$ cat config.mk
export PLATFORM = sky130hd
export DESIGN_NAME = h14tx_decoding_terc4
export DESIGN_NICKNAME = d
export VERILOG_FILES = /design/src/rtl/h14tx_pkg.sv /design/src/rtl/h14tx_decoding_terc4.sv
export SDC_FILE = /design/constraint.sdc
export NUM_CORES = 1
export LEC_CHECK = 0
export ABC_AREA = 0
export BUFFER_PORTS_ARGS = -buffer_cell sky130_fd_sc_hd__buf_4
export CAP_MARGIN = 20
export CORE_UTILIZATION = 35
export CTS_CLUSTER_SIZE = 16
export DETAILED_ROUTE_END_ITERATION = 7
export SYNTH_ARGS = -nofsm -noshare
export SYNTH_HDL_FRONTEND = slang
export SYNTH_SLANG_ARGS = --single-unit
export TNS_END_PERCENT = 100
$ cat constraint.sdc
create_clock -name clk -period 6.5 [get_ports clk]
set_input_delay 1.95 -clock clk [delete_from_list [all_inputs] [get_ports clk]]
set_output_delay 1.95 -clock clk [all_outputs]
set_load 0.1 [all_outputs]
$ cat src/rtl/h14tx_pkg.sv
// rtl/h14tx_pkg.sv - shared TMDS/TERC4 types, code table and decode helper
//
// Purpose: the single TERC4 code table used by both the encoder and the
//          decoder. Also holds the lock-state enum and the reverse lookup
//          function terc4_decode.
// Contents:
//   symbol_t        10-bit TMDS symbol
//   data_t          4-bit TERC4 payload nibble
//   lock_state_e    SEARCH / LOCKED
//   TERC4_CODES     nibble -> symbol table, indexed by nibble value
//   TERC4_GUARD_DI  data-island guard-band symbol
//   terc4_decode    symbol -> {hit, nibble}
package h14tx_pkg;

  typedef logic [9:0] symbol_t;
  typedef logic [3:0] data_t;

  typedef enum logic {
    SEARCH = 1'b0,
    LOCKED = 1'b1
  } lock_state_e;

  localparam symbol_t TERC4_CODES [16] = '{
    10'b1010011100,  // 0000
    10'b1001100011,  // 0001
    10'b1011100100,  // 0010
    10'b1011100010,  // 0011
    10'b0101110001,  // 0100
    10'b0100011110,  // 0101
    10'b0110001110,  // 0110
    10'b0100111100,  // 0111
    10'b1011001100,  // 1000
    10'b0100111001,  // 1001
    10'b0110011100,  // 1010
    10'b1011000110,  // 1011
    10'b1010001110,  // 1100
    10'b1001110001,  // 1101
    10'b0101100011,  // 1110
    10'b1011000011   // 1111
  };

  localparam symbol_t TERC4_GUARD_DI = 10'b0100110011;

  // Reverse lookup. Bit 4 is the hit flag and bits 3:0 are the nibble.
  // On a miss the nibble is 0, and the caller ignores it.
  function automatic logic [4:0] terc4_decode(input symbol_t sym);
    logic [4:0] res;
    res = 5'b0;
    for (int i = 0; i < 16; i++) begin
      if (sym == TERC4_CODES[i]) begin
        res = {1'b1, 4'(i)};
      end
    end
    return res;
  endfunction

endpackage

$ cat src/rtl/h14tx_decoding_terc4.sv
// rtl/h14tx_decoding_terc4.sv - TERC4 symbol decoder with lock tracking for one TMDS channel
//
// Purpose: decodes aligned 10-bit TMDS symbols back to TERC4 nibbles one
//          clock after input. It flags illegal codes, keeps a saturating
//          illegal-symbol count, and runs a SEARCH/LOCKED state machine.
// Optional: define H14TX_TERC4_GUARD_DETECT_EN to add the guard output. The
//           data-island guard-band code then raises guard instead of being
//           treated as an illegal code.
// Ports:
//   clk           in   system clock, rising edge
//   rst_n         in   synchronous reset, active low
//   symbol        in   aligned TMDS symbol
//   symbol_valid  in   symbol qualifies this cycle
//   data          out  decoded nibble; holds when no legal decode occurs
//   data_valid    out  data is a legal decode of a qualified symbol
//   code_err      out  qualified symbol is not a TERC4 code
//   locked        out  state machine is in LOCKED
//   guard         out  (optional) qualified symbol was the guard-band code
//   err_count     out  saturating count of code_err pulses
module h14tx_decoding_terc4
  import h14tx_pkg::*;
#(
  parameter int unsigned LOCK_COUNT  = 8,
  parameter int unsigned UNLOCK_ERRS = 4,
  parameter int unsigned ERR_CNT_W   = 16
) (
  input  logic                 clk,
  input  logic                 rst_n,
  input  symbol_t              symbol,
  input  logic                 symbol_valid,
  output data_t                data,
  output logic                 data_valid,
  output logic                 code_err,
  output logic                 locked,
`ifdef H14TX_TERC4_GUARD_DETECT_EN
  output logic                 guard,
`endif
  output logic [ERR_CNT_W-1:0] err_count
);

  localparam logic [7:0] LOCK_CNT8   = 8'(LOCK_COUNT);
  localparam logic [7:0] UNLOCK_CNT8 = 8'(UNLOCK_ERRS);

  logic [4:0] w_dec;
  logic       w_hit;
  data_t      w_nibble;
  logic       w_is_guard;

  lock_state_e          r_state;
  logic [7:0]           r_good_run;
  logic [7:0]           r_bad_run;
  data_t                r_data;
  logic                 r_data_valid;
  logic                 r_code_err;
  logic                 r_locked;
  logic [ERR_CNT_W-1:0] r_err_count;

  always_comb begin
    w_dec    = terc4_decode(symbol);
    w_hit    = w_dec[4];
    w_nibble = w_dec[3:0];
  end

`ifdef H14TX_TERC4_GUARD_DETECT_EN
  logic r_guard;
  assign w_is_guard = (symbol == TERC4_GUARD_DI);
  assign guard      = r_guard;
`else
  assign w_is_guard = 1'b0;
`endif

  always_ff @(posedge clk) begin
    if (!rst_n) begin
      r_state      <= SEARCH;
      r_good_run   <= 8'd0;
      r_bad_run    <= 8'd0;
      r_data       <= '0;
      r_data_valid <= 1'b0;
      r_code_err   <= 1'b0;
      r_locked     <= 1'b0;
      r_err_count  <= '0;
`ifdef H14TX_TERC4_GUARD_DETECT_EN
      r_guard      <= 1'b0;
`endif
    end else begin
      // Strobes are one-cycle pulses. Idle cycles leave the run counters
      // and the state unchanged.
      r_data_valid <= 1'b0;
      r_code_err   <= 1'b0;
`ifdef H14TX_TERC4_GUARD_DETECT_EN
      r_guard      <= 1'b0;
`endif
      if (symbol_valid) begin
        if (w_is_guard) begin
          // The guard band does not affect decoding or lock tracking.
`ifdef H14TX_TERC4_GUARD_DETECT_EN
          r_guard <= 1'b1;
`endif
        end else if (w_hit) begin
          r_data       <= w_nibble;
          r_data_valid <= 1'b1;
          if (r_state == SEARCH) begin
            if (r_good_run + 8'd1 >= LOCK_CNT8) begin
              // Lock in the same cycle as this symbol's data_valid.
              r_state    <= LOCKED;
              r_locked   <= 1'b1;
              r_good_run <= LOCK_CNT8;
              r_bad_run  <= 8'd0;
            end else begin
              r_good_run <= r_good_run + 8'd1;
            end
          end else begin
            r_bad_run <= 8'd0;
          end
        end else begin
          r_code_err <= 1'b1;
          if (r_err_count != {ERR_CNT_W{1'b1}}) begin
            r_err_count <= r_err_count + ERR_CNT_W'(1);
          end
          if (r_state == SEARCH) begin
            r_good_run <= 8'd0;
          end else if (r_bad_run + 8'd1 >= UNLOCK_CNT8) begin
            r_state    <= SEARCH;
            r_locked   <= 1'b0;
            r_good_run <= 8'd0;
            r_bad_run  <= 8'd0;
          end else begin
            r_bad_run <= r_bad_run + 8'd1;
          end
        end
      end
    end
  end

  assign data       = r_data;
  assign data_valid = r_data_valid;
  assign code_err   = r_code_err;
  assign locked     = r_locked;
  assign err_count  = r_err_count;

endmodule

# Word level (Yosys, flattened, before mapping)
# Index checks and enable logic that the tools add are counted.
dict set report classes {
  n_div 0
  multipliers 0
  mux 38
  reduce_logical 9
  n_eq_ne 19
  n_lt_le_gt_ge 2
  n_addsub 3
  bitwise_logic 1
  shift 0
}
# cell count
set op_table {}
lappend op_table {{$eq 10x10->1 const B} 9}
lappend op_table {{$mux 5} 16}
lappend op_table {{$mux 8} 10}
lappend op_table {{$eq 10x9->1 const B} 7}
lappend op_table {{$add 16x1->16 const B} 1}
lappend op_table {{$add 8x1->8 const B} 2}
lappend op_table {{$ne 16x16->1 const B} 1}
lappend op_table {{$mux 1} 12}
lappend op_table {{$reduce_and 3->1} 3}
lappend op_table {{$ge 8x3->1 const B} 1}
lappend op_table {{$ge 8x4->1 const B} 1}
lappend op_table {{$reduce_bool 2->1} 3}
lappend op_table {{$reduce_and 5->1} 1}
lappend op_table {{$reduce_and 2->1} 2}
lappend op_table {{$ne 2x1->1 const B} 1}
lappend op_table {{$ne 2x2->1 const B} 1}
lappend op_table {{$not 1->1} 1}
dict set report totals {
  memories 0
  rom_bits 0
  word_cells 80
  ff_bits 40
  input_bits 13
  latchBits 0
  mem_bits_rw 0
  output_inout_bits 23
}

# Depth between registers and ports, before layout
# Gate-level depths: netlist of run 1.
dict set report logic_depth {
  depth_word 19
  mapped_depth 16
}

# Worst setup path before layout of run 1
# No wires, ideal clock.
dict set report synth_path {
  path_type {input to register}
  from {in symbol[5]}
  to {reg r_good_run[0]}
  t_required_ns 6.435
  arrival_time_ns 4.358
  setup_slack_ns 2.077
  cell_stages 16
  setup_time_ns 0.065
  cell_sequence {buf_4 nand4bb_1 a211oi_1 a311oi_2 and4_1 and2_1 buf_6 inv_4 buf_6 buf_4 ha_1 a211o_1 clkbuf_1 a211oi_1 mux2i_1 nor2_1}
}
dict set report synth_between {
  elab_chain_cells 19
  elab_cells_between_ends 35
  classes_between {17 x eq/ne; 17 x mux; 1 x reduce/logical}
}
# element line
set synth_rtl {}
lappend synth_rtl {{start, declared} h14tx_decoding_terc4.sv:29} ;# input symbol_t symbol,
lappend synth_rtl {{$eq 10x10->1} h14tx_pkg.sv:50} ;# if (sym == TERC4_CODES[i]) begin
lappend synth_rtl {{$mux 5 (15 in a row)} h14tx_pkg.sv:50}
lappend synth_rtl {{$mux 5 *} h14tx_pkg.sv:50}
lappend synth_rtl {{via w_dec[4]} h14tx_decoding_terc4.sv:44} ;# logic [4:0] w_dec;
lappend synth_rtl {{$ne 2x2->1 (no source line)} --}
lappend synth_rtl {{$reduce_and 3->1 (no source line)} --}
lappend synth_rtl {{end signal, assigned} h14tx_decoding_terc4.sv:110} ;# r_good_run <= r_good_run + 8'd1;
lappend synth_rtl {{end, declared} h14tx_decoding_terc4.sv:50} ;# logic [7:0] r_good_run;
# The timed path passes the listed nets; every way through them passes the cells marked *.
# A chain may end at the register's enable or synchronous reset.

# Worst setup path in the final report of run 1
dict set report layout_path {
  from {in symbol[1]}
  to {reg r_good_run[0]}
}
dict set report layout_between {
  elab_chain_cells 19
  elab_cells_between_ends 35
  classes_between {17 x eq/ne; 17 x mux; 1 x reduce/logical}
}
# element line
set layout_rtl {}
lappend layout_rtl {{$eq 10x10->1} h14tx_pkg.sv:50}
lappend layout_rtl {{$mux 5 (15 in a row)} h14tx_pkg.sv:50}
lappend layout_rtl {{$mux 5 *} h14tx_pkg.sv:50}
lappend layout_rtl {{$ne 2x2->1 (no source line)} --}
lappend layout_rtl {{$reduce_and 3->1 (no source line)} --}
# Every way passes the cells marked *; elsewhere a longest branch is shown, timed or not.

==> results of run 1 <==
-- synth_stat cells, drive strengths merged (7+ instances only) --
cell type and count:
o31ai 11, ha 7, nor4 9, nand3 9
nand4 9, inv 11, or4 9, a21oi 15
o21ai 8, dfxtp 40, nand2b 7, and3 12
or3 7, nor2 7, nand2 27, clkbuf 7
nor3 10
-- metrics by stage --
| stage | worst slack, ps | cells | cell area (um^2) |
|---|---|---|---|
| 2_1_floorplan | 2080 | 275 | 2330 |
| 3_3_place_gp | 1940 | 374 | 2610 |
| 3_5_place_dp | 1880 | 374 | 2610 |
| 4_1_cts | 2160 | 382 | 2700 |
| 5_1_grt | 1840 | 382 | 2700 |
| 6_report | 2150 | 382 | 2700 |
-- registers in the layout, summed over array words and instances (netlist names) --
name	cells
r_good_run	8
r_state	1
r_bad_run	8
code_err	1
locked	1
err_count	16
data_valid	1
data	4
-- worst max-delay path: cells and delay by family --
family                     cells  cell delay [ps]
muxes                          1              120
adders and majority gates      1              230
and+or+nand+nor                4              810
AOI/OAI and AO/OA              4             1090
buffers and inverters          2              350
-- placed cells by master, fill, tap and decap left out, types with 6 or more instances in the layout --
cell	n
buf_4	35
nor4_1	8
mux2i_1	6
clkbuf_8	6
dfxtp_1	40
and3_1	12
or3_1	7
nand2b_1	7
nor3_1	10
inv_1	10
nand2_1	27
a21oi_1	15
or4_1	9
nor2_1	7
o31ai_1	11
nand4_1	9
ha_1	7
nand3_1	9
-- power breakdown --
part | internal [mW] | switching [mW]
Clock | 0.0866 | 0.0811
Sequential | 0.247 | 0.00182
Combinational | 0.0160 | 0.0352
-- cells by family (layout without fill, tap and decap cells) --
| group | after synthesis | in the layout |
|---|---|---|
| and+or+nand+nor | 133 | 133 |
| AOI/OAI and AO/OA | 61 | 61 |
| DFF | 40 | 40 |
| buffers and inverters | 25 | 55 |
| adders and majority gates | 7 | 7 |
| muxes | 6 | 6 |
| xor gates and xnor gates | 3 | 3 |
-- worst paths after layout --
| path | startpoint | to | slack (ps) | cells after the start |
|---|---|---|---|---|
| worst min-delay path | data[2]$_SDFFE_PN0P_ | data[2]$_SDFFE_PN0P_ | 460 | 2 |
| worst max register to register | err_count[3]$_SDFFE_PN0P_ | err_count[7]$_SDFFE_PN0P_ | 3960 | 6 |
| worst max-delay path | symbol[1] | r_good_run[0]$_SDFFE_PN0P_ | 2150 | 12 |
| worst min register to register | data[2]$_SDFFE_PN0P_ | data[2]$_SDFFE_PN0P_ | 460 | 2 |
-- metal layers --
metal | part of all wire | wire length, um | track usage | vias up
li1 | - | - | - | 1103
met1 | 0.50 | 2660 | 0.212 | 1035
met2 | 0.46 | 2470 | 0.258 | 38
met3 | 0.030 | 158 | 0.0277 | 6
met4 | 0.011 | 57 | 0.0416 | 0
met5 | 0 | 0 | 0 | -
-- area by class of cell --
cell class,instances,area [um^2]
clock buffers,8,90.1
fillers,650,3690
inverters,12,47.5
multi-input cells,210,1400
flip-flops and latches,40,801
well taps,77,96.3
repair buffers,35,263
==> impl_metrics.json, run 1 <==
{
  "status": "completed",
  "nets": 324,
  "yosys.area_share.simple": 0.344,
  "power_density_nw_per_um2": 173,
  "die_area_um2": 6980,
  "clk_path_buf_depth": 2,
  "yosys.area.top_type": "dfxtp_1",
  "fin_crit_sh": 0.669,
  "portBuffers": 35,
  "first_pass_iters": 4,
  "slowest_stage": "a211o_1",
  "grt_pass1_vias": 2003,
  "fin_setup_tns_ps": 0,
  "final_hold_viol_count": 0,
  "path_class": "input pin to flop",
  "post_cts_resized": 0,
  "crit_top_cell": "a211oi_1",
  "clk_latency_ps": 290,
  "fin_util": 0.422,
  "synth_nets": 295,
  "synth_cell_types": 59,
  "htree_levels": 2,
  "irDropWorstVdd_mv": 0.147,
  "ys_seq_area_frac": 0.344,
  "setup_viol": 0,
  "arrival_ps": 4550,
  "rsz0062_at_grt": "no",
  "grt_pass1_wl_mm": 9.19,
  "netlist.area_leader.share": 0.344,
  "yosys_warnings": 0,
  "slowest_delay_ps": 390,
  "slew_violations": 0,
  "async_flop_share": 0,
  "core_um2": 6390,
  "ys_seq_elements": 40,
  "syn_area_um2": 2330,
  "endpoint_kind": "flop",
  "die_w_um": 83.6,
  "cts.sinks": 40,
  "fmax_mhz": 230,
  "synth_cells": 275,
  "syn_avg_cell_area_um2": 8.47,
  "power_leakage_nw": 1.02,
  "vias_per_cell": 5.71,
  "drive_above_1_share": 0.154,
  "cts_root_buf": "clkbuf_8",
  "maxCapViolCount": 0,
  "diodes": 0,
  "synth.mux.area_fraction": 0.0258,
  "synthTopCellsByArea": "dfxtp_1 34%, nand2_1 4.4%, ha_1 3.8%",
  "tightest_slew_ps": 741,
  "startpoint_type": "input pin",
  "synth_ff_type": "dfxtp_1",
  "synth_top_family_by_area": "simple AND/OR/NAND/NOR gates",
  "hold_buffers": 0,
  "finClkSkew_ps": 8.59,
  "dp_hpwl_mm": 3.80,
  "pin_count": 36,
  "synth_fa_ha_area_frac": 0.0376,
  "required_ps": 6710,
  "cts_inserted_buffers": 5,
  "rows": 29,
  "p_total_mw": 0.467,
  "path_clk_slew_ps": 70,
  "fin_crit_ps": 4350,
  "start_util": 0.365,
  "grt_util_all_layers": 0.157,
  "area_delta_synth_final_pct": 15.9,
  "wl_per_cell_um": 14.0,
  "cp_max_fo": 35,
  "synth_xor_area_frac": 0.0113,
  "hp-class": "flop to flop",
  "antenna_found_initial": 0,
  "synth-edff-count": 0,
  "worstPathCellList": "buf_4 > nand4bb_2 > a211oi_1 > a311oi_2 > and4_1 > and2_1 > inv_4 > ha_1 > a211o_1 > a211oi_1 > mux2i_1 > nor2_1",
  "grt_start_max_net_pins": 36,
  "overflow": 0,
  "drc": 0,
  "relSlewSlack": 0.502,
  "whs_ps": 462,
  "drt_iter0_markers": 130,
  "die_h_um": 83.6,
  "vias": 2182,
  "wl_mm": 5.35,
  "cts_tree": "built",
  "gp_congestion": 0.900,
  "cts_setup_buffers": 0,
  "synth_compound_area_frac": 0.183,
  "ant_nets": 0
}
(Power assumes the default switching activity.)
==> run 2, diff against run 1 <==
clock period = 4.3 ns   (was 6.5 ns; I/O delays follow)
==> impl_metrics.json, run 2 (synthesis gave the netlist of run 1 again) <==
{
  "antenna_found_initial": 0,
  "gp_congestion": 0.915,
  "p_total_mw": 0.757,
  "hold_buffers": 0,
  "vias": 2187,
  "grt_pass1_vias": 1929,
  "final_hold_viol_count": 0,
  "path_class": "input pin to flop",
  "finClkSkew_ps": 3.52,
  "grt_pass1_wl_mm": 9.23,
  "die_w_um": 83.6,
  "p_clk_frac": 0.401,
  "irDropWorstVdd_mv": 0.140,
  "endpoint_kind": "flop",
  "fillerInstances": 677,
  "power_leakage_nw": 1.03,
  "status": "completed",
  "start_util": 0.365,
  "r2r.worst_path.cells": 6,
  "drc": 0,
  "power_density_nw_per_um2": 278,
  "cts_tree": "built",
  "power_frac_seq": 0.496,
  "min_from": "data[2]$_SDFFE_PN0P_",
  "core_um2": 6390,
  "pin_count": 36,
  "cts_inserted_buffers": 5,
  "fin_crit_ps": 3490,
  "cts_root_buf": "clkbuf_8",
  "rows": 29,
  "overflow": 0,
  "regArea_um2": 801,
  "arrival_ps": 3710,
  "fmax_mhz": 286,
  "area_delta_synth_final_pct": 16.9,
  "cp_max_fo": 11,
  "diodes": 0,
  "die_h_um": 83.6,
  "clk_latency_ps": 290,
  "setup_viol": 0,
  "largest_reg_flops": 16,
  "portBuffers": 35,
  "fin_setup_tns_ps": 0,
  "maxCapViolCount": 0,
  "rr_endpoint": "err_count[11]$_SDFFE_PN0P_",
  "r2r_start": "err_count[3]$_SDFFE_PN0P_",
  "first_pass_iters": 4,
  "die_area_um2": 6980,
  "rsz0062_at_grt": "no",
  "power.internal_mw": 0.570,
  "worstHoldPathCells": 2,
  "wl_mm": 5.36,
  "hp-class": "flop to flop",
  "ant_nets": 0,
  "holdPathEnd": "data[2]$_SDFFE_PN0P_",
  "required_ps": 4520,
  "cts_setup_buffers": 0,
  "tightest_slew_ps": 750,
  "grt_util_all_layers": 0.158,
  "layout_commonest_cell": "dfxtp_1",
  "post_cts_resized": 0,
  "power.combinational.fraction": 0.103,
  "cts.sinks": 40,
  "path_clk_slew_ps": 70,
  "fin_crit_sh": 0.812,
  "relSlewSlack": 0.496,
  "p_sw_frac": 0.247,
  "htree_levels": 2,
  "grt_start_max_net_pins": 35,
  "clk_path_buf_depth": 2,
  "mostFrequentLayoutCells": "40 x dfxtp_1, 36 x buf_4, 27 x nand2_1",
  "wl_per_cell_um": 14.0,
  "startpoint_type": "input pin",
  "dp_hpwl_mm": 3.79,
  "drive_above_1_share": 0.160,
  "drt_iter0_markers": 90,
  "slew_violations": 0,
  "ff2ff_setup_slack_ps": 1720,
  "power_switching_mw": 0.187,
  "nets": 325,
  "vias_per_cell": 5.71,
  "multi_input_area_um2": 1400
}
[run 2: cell count changes in the layout (fill, tap and decap cells not counted)]
cell       delta
clkinv_2      +1
buf_4         +1
clkbuf_8      -1
clkbuf_1      -1
bufinv_16     +1
[run 2: how the worst max path moves through the flow]
| stage | start | to | slack [ps] | depth (start not counted) |
|---|---|---|---|---|
| after floorplan | symbol[5] | r_good_run[0]$_SDFFE_PN0P_ | 540 | 16 |
| after global placement | symbol[1] | r_good_run[0]$_SDFFE_PN0P_ | 540 | 12 |
| after detailed placement | symbol[1] | r_good_run[0]$_SDFFE_PN0P_ | 520 | 12 |
| after CTS | symbol[2] | r_good_run[0]$_SDFFE_PN0P_ | 810 | 12 |
| after global routing | symbol[1] | r_good_run[0]$_SDFFE_PN0P_ | 630 | 12 |
| final | symbol[2] | r_good_run[0]$_SDFFE_PN0P_ | 810 | 12 |
[run 2: cell type report]
type / count / area share
Multi-Input combinational cell: 210 / 0.514
Sequential cell: 40 / 0.294
Timing Repair Buffer: 36 / 0.0993
Tap cell: 77 / 0.0354
Clock buffer: 6 / 0.0267
Inverter: 12 / 0.0175
Clock inverter: 2 / 0.0129
[run 2: per-layer routing]
metal | track usage | vias to the layer above | share of wire
li1 | - | 1111 | -
met1 | 0.224 | 1035 | 0.52
met2 | 0.248 | 36 | 0.44
met3 | 0.0277 | 5 | 0.026
met4 | 0.0370 | 0 | 0.010
met5 | 0 | - | 0
[run 2: power by group through the flow]
stage	logic [mW]	registers (mW)	clock network, mW
final	0.0781	0.375	0.303
after global routing	0.0842	0.376	0.327
after CTS	0.0782	0.375	0.312
after detailed placement	0.0782	0.384	0
after global placement	0.0776	0.384	0
after floorplan	0.0337	0.403	0
[run 2: stage by stage]
step / util / setup WS [ps] / std cells / instance area (um^2) / hold slack (ps)
after floorplan: - / 537 / 275 / 2330 / 462
after global placement: 0.409 / 538 / 375 / 2620 / 453
after detailed placement: 0.409 / 515 / 375 / 2620 / 455
after CTS: 0.426 / 813 / 383 / 2720 / 465
after global routing: 0.426 / 630 / 383 / 2720 / 480
final: 0.426 / 809 / 383 / 2720 / 458
[run 2: worst max-delay path, stage by stage]
cell	delay, ps
buf_4	140
nor3b_2	190
and4_1	200
o21bai_1	190
o211a_1	220
and2_1	320
inv_4	40
ha_1	170
a211o_1	400
a211oi_1	340
mux2i_1	110
nor2_1	90
